## config.mk

```make
export PLATFORM = sky130hd
export DESIGN_NAME = ps2_transmitter
export DESIGN_NICKNAME = d
export VERILOG_FILES = /design/src/rtl/ps2_pkg.sv /design/src/rtl/ps2_clk_filter.sv /design/src/rtl/ps2_transmitter.sv
export SDC_FILE = /design/constraint.sdc
export NUM_CORES = 1
export LEC_CHECK = 0
export CORE_UTILIZATION = 46
export DETAILED_ROUTE_END_ITERATION = 10
export GPL_ROUTABILITY_DRIVEN = 0
export HOLD_SLACK_MARGIN = 0.03
export PLACE_DENSITY = 0.66
export SYNTH_ARGS = -nofsm -noshare
export SYNTH_HDL_FRONTEND = slang
export SYNTH_SLANG_ARGS = --single-unit
export TNS_END_PERCENT = 30
```

## constraint.sdc

```tcl
create_clock -name clk -period 2.1 [get_ports clk]
set_input_delay 0.42 -clock clk [delete_from_list [all_inputs] [get_ports clk]]
set_output_delay 0.42 -clock clk [all_outputs]
set_load 0.02 [all_outputs]
```

## src/rtl/ps2_pkg.sv

```systemverilog
// Shared definitions for the PS/2 host-to-device transmitter and its helpers.
package ps2_pkg;

    typedef enum logic [2:0] {
        IDLE,
        INHIBIT,
        START,
        SEND,
        WAIT_IDLE,
        DONE,
        ERROR
    } state_t;

    localparam int unsigned FRAME_FALLS = 11;
    localparam int unsigned ACK_FALL    = 11;
    localparam int unsigned STOP_FALL   = 10;
    localparam int unsigned PARITY_FALL = 9;

    // Parity bit that makes data plus parity hold an odd number of ones.
    function automatic logic odd_parity(input logic [7:0] d);
        return ~^d;
    endfunction

endpackage

```

## src/rtl/ps2_clk_filter.sv

```systemverilog
// kclk synchroniser, stability filter and falling-edge strobe.
module ps2_clk_filter #(
    parameter int unsigned FILTER_CYCLES = 8
) (
    input  logic clk,
    input  logic rst,
    input  logic kclk,
    output logic kclk_filt,
    output logic fall
);

    localparam int unsigned CNT_W = (FILTER_CYCLES > 1) ? $clog2(FILTER_CYCLES) : 1;

    logic             meta;
    logic             kclk_sync;
    logic [CNT_W-1:0] stable_cnt;

    always_ff @(posedge clk) begin
        if (rst) begin
            meta       <= 1'b1;
            kclk_sync  <= 1'b1;
            kclk_filt  <= 1'b1;
            stable_cnt <= '0;
            fall       <= 1'b0;
        end else begin
            meta      <= kclk;
            kclk_sync <= meta;
            fall      <= 1'b0;
            // A new level is taken only after FILTER_CYCLES consecutive differing samples.
            if (kclk_sync == kclk_filt) begin
                stable_cnt <= '0;
            end else if (stable_cnt == CNT_W'(FILTER_CYCLES - 1)) begin
                kclk_filt  <= kclk_sync;
                stable_cnt <= '0;
                fall       <= kclk_filt;
            end else begin
                stable_cnt <= stable_cnt + CNT_W'(1);
            end
        end
    end

endmodule

```

## src/rtl/ps2_transmitter.sv

```systemverilog
// PS/2 host-to-device byte transmitter: inhibit, request-to-send, serialise, check ack.
module ps2_transmitter
    import ps2_pkg::*;
#(
    parameter int unsigned INHIBIT_CYCLES = 10000,
    parameter int unsigned START_CYCLES   = 16,
    parameter int unsigned TIMEOUT_CYCLES = 2000000,
    parameter int unsigned FILTER_CYCLES  = 8
) (
    input  logic       clk,
    input  logic       rst,
    input  logic       kclk,
    input  logic       kdata,
    output logic       kclk_oe,
    output logic       kdata_oe,
    input  logic [7:0] tx_data,
    input  logic       tx_valid,
    output logic       tx_ready,
    output logic       tx_busy,
    output logic       tx_done,
    output logic       tx_error
);

    localparam int unsigned MAX_A   = (INHIBIT_CYCLES > START_CYCLES) ? INHIBIT_CYCLES : START_CYCLES;
    localparam int unsigned CNT_MAX = (MAX_A > TIMEOUT_CYCLES) ? MAX_A : TIMEOUT_CYCLES;
    localparam int unsigned CNT_W   = $clog2(CNT_MAX + 1);

    state_t           state;
    logic [7:0]       data;
    logic             parity;
    logic [3:0]       bit_cnt;
    logic [3:0]       bit_next;
    logic [CNT_W-1:0] cnt;
    logic             kdata_meta;
    logic             kdata_sync;
    logic             kclk_filt;
    logic             fall;
    logic             timed_out;

    ps2_clk_filter #(
        .FILTER_CYCLES(FILTER_CYCLES)
    ) u_clk_filter (
        .clk       (clk),
        .rst       (rst),
        .kclk      (kclk),
        .kclk_filt (kclk_filt),
        .fall      (fall)
    );

    assign bit_next  = bit_cnt + 4'd1;
    assign timed_out = (cnt == CNT_W'(TIMEOUT_CYCLES - 1));

    always_ff @(posedge clk) begin
        if (rst) begin
            state      <= IDLE;
            kclk_oe    <= 1'b0;
            kdata_oe   <= 1'b0;
            tx_ready   <= 1'b1;
            tx_busy    <= 1'b0;
            tx_done    <= 1'b0;
            tx_error   <= 1'b0;
            data       <= '0;
            parity     <= 1'b0;
            bit_cnt    <= '0;
            cnt        <= '0;
            kdata_meta <= 1'b1;
            kdata_sync <= 1'b1;
        end else begin
            kdata_meta <= kdata;
            kdata_sync <= kdata_meta;
            tx_done    <= 1'b0;
            tx_error   <= 1'b0;
            case (state)
                IDLE: begin
                    if (tx_valid) begin
                        data     <= tx_data;
                        parity   <= odd_parity(tx_data);
                        bit_cnt  <= '0;
                        cnt      <= '0;
                        kclk_oe  <= 1'b1;
                        tx_ready <= 1'b0;
                        tx_busy  <= 1'b1;
                        state    <= INHIBIT;
                    end
                end
                INHIBIT: begin
                    if (cnt == CNT_W'(INHIBIT_CYCLES - 1)) begin
                        cnt      <= '0;
                        kdata_oe <= 1'b1;
                        state    <= START;
                    end else begin
                        cnt <= cnt + CNT_W'(1);
                    end
                end
                START: begin
                    if (cnt == CNT_W'(START_CYCLES - 1)) begin
                        cnt     <= '0;
                        kclk_oe <= 1'b0;
                        state   <= SEND;
                    end else begin
                        cnt <= cnt + CNT_W'(1);
                    end
                end
                SEND: begin
                    if (fall) begin
                        cnt     <= '0;
                        bit_cnt <= bit_next;
                        // bit_cnt still holds the previous fall count, so it indexes d[fall-1].
                        if (bit_next == 4'(ACK_FALL)) begin
                            if (!kdata_sync) begin
                                state <= WAIT_IDLE;
                            end else begin
                                kdata_oe <= 1'b0;
                                tx_error <= 1'b1;
                                state    <= ERROR;
                            end
                        end else if (bit_next == 4'(STOP_FALL)) begin
                            kdata_oe <= 1'b0;
                        end else if (bit_next == 4'(PARITY_FALL)) begin
                            kdata_oe <= ~parity;
                        end else begin
                            kdata_oe <= ~data[bit_cnt[2:0]];
                        end
                    end else if (timed_out) begin
                        kclk_oe  <= 1'b0;
                        kdata_oe <= 1'b0;
                        tx_error <= 1'b1;
                        state    <= ERROR;
                    end else begin
                        cnt <= cnt + CNT_W'(1);
                    end
                end
                WAIT_IDLE: begin
                    if (kclk_filt && kdata_sync) begin
                        tx_done <= 1'b1;
                        state   <= DONE;
                    end else if (fall) begin
                        cnt <= '0;
                    end else if (timed_out) begin
                        kclk_oe  <= 1'b0;
                        kdata_oe <= 1'b0;
                        tx_error <= 1'b1;
                        state    <= ERROR;
                    end else begin
                        cnt <= cnt + CNT_W'(1);
                    end
                end
                DONE, ERROR: begin
                    kclk_oe  <= 1'b0;
                    kdata_oe <= 1'b0;
                    tx_ready <= 1'b1;
                    tx_busy  <= 1'b0;
                    state    <= IDLE;
                end
                default: begin
                    state <= IDLE;
                end
            endcase
        end
    end

endmodule

```

==> summary.md <==
| Metric | Value |
|---|---|
| Data required time of the worst path | 2.31 ns |
| Worst Path Arrival | 2.12 ns |
| Grt ovf | 0 |
| Finished Layout Cells | 433 |
| CP max FO | 9 |
| Max H-tree Level | 2 |
| Area growth syn-to-layout | 16.4% |
| Flops & latches, synth | 52 |
| DRT iter0 DRCs | 178 |
| Antenna diodes | 0 |
| Setup crit start | bit_cnt[1]$_SDFFE_PP0P_ |
| Clock Tree Buf Depth | 2 |
| Worst Tran Pin Value | 0.551 ns |
| Main flop type after synthesis | dfxtp_1 |
| Seq/Total Area, Yosys | 36.7% |
| Post-synth ARST share | 0% |
| Critical Path Sink Type | flip-flop |
| Critical path's top delay family | compound AO/OA/AOI/OAI gates |
| Buf/Inv on CP | 0 |
| Ports | 19 |
| Final setup viols | 0 |
| Vias in the first global route | 2273 |
| P per Cell Area | 690 nW/um2 |
| Post-synth net total | 350 |
| Leakage power | 1.17 nW |
| CTS tree | yes |
| Post-Syn Instances | 330 |
| Clk_lat worst skew | 0.30 ns |
| Largest net degree at the start of global routing | 18 |
| Final Hold Fails | 0 |
| Reg-to-Reg Start | bit_cnt[1]$_SDFFE_PP0P_ |
| Crit Path Class | reg -> reg |
| Max incr delay on CP | 0.55 ns |
| PortBufs | 18 |
| Slowest CP cell | dfxtp_1 |
| First-pass GRT wire length | 10300 um |
| DIE HEIGHT | 80.6 um |
| Highest Clock Rate | 525 MHz |
| Most frequent cells in the layout | dfxtp_1, nand2_1, nor2_1 |
| Startpoint types | flip-flop |
| Core Region | 5920 um2 |
| Layout cells sized above 1 | 15.1% |
| DRT Pass-1 Iters | 4 |
| Synth warn | 0 |
| DP Wirelength | 4530 um |
| Worst rel slew slack | 62.7% |
| Die X | 80.6 um |
| Clk sink count | 52 |
| Clk_skew | 0.00449 ns |
| Max_cap viols | 0 |
| Vias | 2456 |
| TritonCTS buffer count | 5 |
| Crit path cell chain | ha_1 -> nand3_1 -> a21o_1 -> a22oi_1 -> o2111ai_1 -> a221oi_1 |
| ANT nets after route | 0 |
| Vias per cell | 5.67 |
| Routed WL | 6130 um |
| Run status | completed |
| Max rail drop VDD | 0.349 mV |
| Final cycle utilization of the critical path | 90.7% |
| CTS root buf | clkbuf_8 |
| EDFF count, synth | 0 |
| GRT Overall Usage | 20.2% |
| Cts hold-fix bufs | 0 |
| Yosys cell types | 66 |
| Nets | 377 |
| Clock-pin slew on the worst setup and hold paths | 0.09 ns |
| Hold Crit Class | reg -> reg |
| RSZ-0062 raised after global routing | false |
| Worst hold start | kdata_meta$_SDFF_PP1_ |
| Filler cell count | 566 |
| Antenna violations before repair | 0 |
| Placed cells | 424 |
| Netlist Area Pre-Place | 2840 um2 |
| Slew Limit Fails | 0 |
| Area share of the largest cell type after synthesis | 36.7% |
| Total power | 2.28 mW |
| Commonest non-fill, non-tap cell in the layout | dfxtp_1 |
| Row Count | 28 |
| Avg Inst Size Synth | 8.61 um2 |
| Overall die area | 6490 um2 |
| Area contributors post-synth | dfxtp_1, xnor2_1, nand2_1, a21oi_1, nor2_1 |
| Post-route DRC | 0 |
| Drt wl/cell | 14.2 um |
| Starting Density | 48.0% |
| Area leader, netlist | dfxtp_1 |
| Min Clock Period, post-route | 1.90 ns |
-- cell usage after synthesis (2+ instances only) --
cell type	n
dfxtp_1	52
nand2_1	37
nor2_1	30
a21oi_1	26
xnor2_1	19
o21ai_0	16
clkbuf_1	9
inv_1	9
nor4_1	9
nand3_1	8
buf_2	7
ha_1	7
or2_2	6
or3_1	6
and3_1	5
nor4b_1	5
a22oi_1	4
nor3_1	4
nor3b_1	4
nand4_1	3
o2111ai_1	3
a211oi_1	2
a21bo_2	2
a21o_1	2
a311oi_1	2
a31oi_1	2
and2_1	2
and4_1	2
and4_2	2
mux2i_1	2
mux4_2	2
nor2b_1	2
nor3_2	2
o21bai_1	2
o221ai_1	2
o31ai_1	2
or4_1	2
-- worst reg2reg max path, delay by kind of cell, from the launching register on --
kind,cells,cell delay (ns)
simple gates,1,0.10
fa+ha+maj,1,0.35
compound gates,4,0.82
flops,1,0.55
-- path summary, 6_finish.rpt --
path / depth (start not counted) / slack, ns / to
worst min-delay path: 1 / 0.42 / kdata_sync$_SDFF_PP1_
worst max-delay path: 6 / 0.20 / state[1]$_SDFFE_PP0P_
worst min register to register: 1 / 0.42 / kdata_sync$_SDFF_PP1_
worst max register to register: 6 / 0.20 / state[1]$_SDFFE_PP0P_
-- registers in the layout (all words and copies together), names as in the netlist --
register / cells
bit_cnt: 4
cnt: 21
data: 8
kclk_oe: 1
kdata_meta: 1
kdata_oe: 1
kdata_sync: 1
parity: 1
state: 3
tx_busy: 1
tx_done: 1
tx_error: 1
tx_ready: 1
u_clk_filter.fall: 1
u_clk_filter.kclk_filt: 1
u_clk_filter.kclk_sync: 1
u_clk_filter.meta: 1
u_clk_filter.stable_cnt: 3
-- through the flow --
stage	setup slack (ns)	utilization [%]	instance area [um2]	setup TNS [ns]	hold WS (ns)
5_1_grt	0.0141	55.8	3310	0	0.449
6_report	0.196	55.8	3310	0	0.416
4_1_cts	0.101	55.7	3300	0	0.421
3_3_place_gp	0.0114	54.1	3200	0	0.392
2_1_floorplan	0.377	-	2840	0	0.389
3_5_place_dp	-0.0303	54.1	3200	-0.0897	0.397
-- area by class of cell --
type	count	area, um2	share of cell area (%)
multi-input cells	252	1700	51.3
flip-flops and latches	52	1040	31.5
clock inverters	2	10.0	0.303
repair buffers	37	348	10.5
inverters	9	33.8	1.02
well taps	75	93.8	2.84
clock buffers	6	82.6	2.50
-- metal layers --
layer | share of wire, % | global-route usage (%) | vias to the layer above | routed length, um
met3 | 2.3 | 3.41 | 8 | 141
li1 | - | - | 1256 | -
met1 | 48 | 25.9 | 1165 | 2960
met5 | 0 | 0 | - | 0
met2 | 48 | 33.9 | 27 | 2950
met4 | 1.5 | 6.61 | 0 | 89
-- cell families (layout without fill, tap and decap cells) --
group,count (synthesis),after routing,share of synthesized area [%]
AO/OA/AOI/OAI,82,82,20.8
XOR/XNOR,20,20,6.17
adder cells (fa/ha/maj),7,7,3.08
buffers and inverters,26,54,3.88
flip-flops,52,52,36.7
multiplexers,4,4,2.29
AND/OR/NAND/NOR,139,139,27.1
-- report_power, final --
group	switching, mW	internal (mW)	total (mW)
logic	0.325	0.277	0.602
clock network	0.316	0.264	0.580
registers	0.0539	1.05	1.10
total	0.695	1.59	2.28
-- timing repair --
item,in CTS,in global routing
setup endpoints to repair,0,9
buffers inserted,0,1
resized for setup,0,1
(Power assumes the default switching activity.)
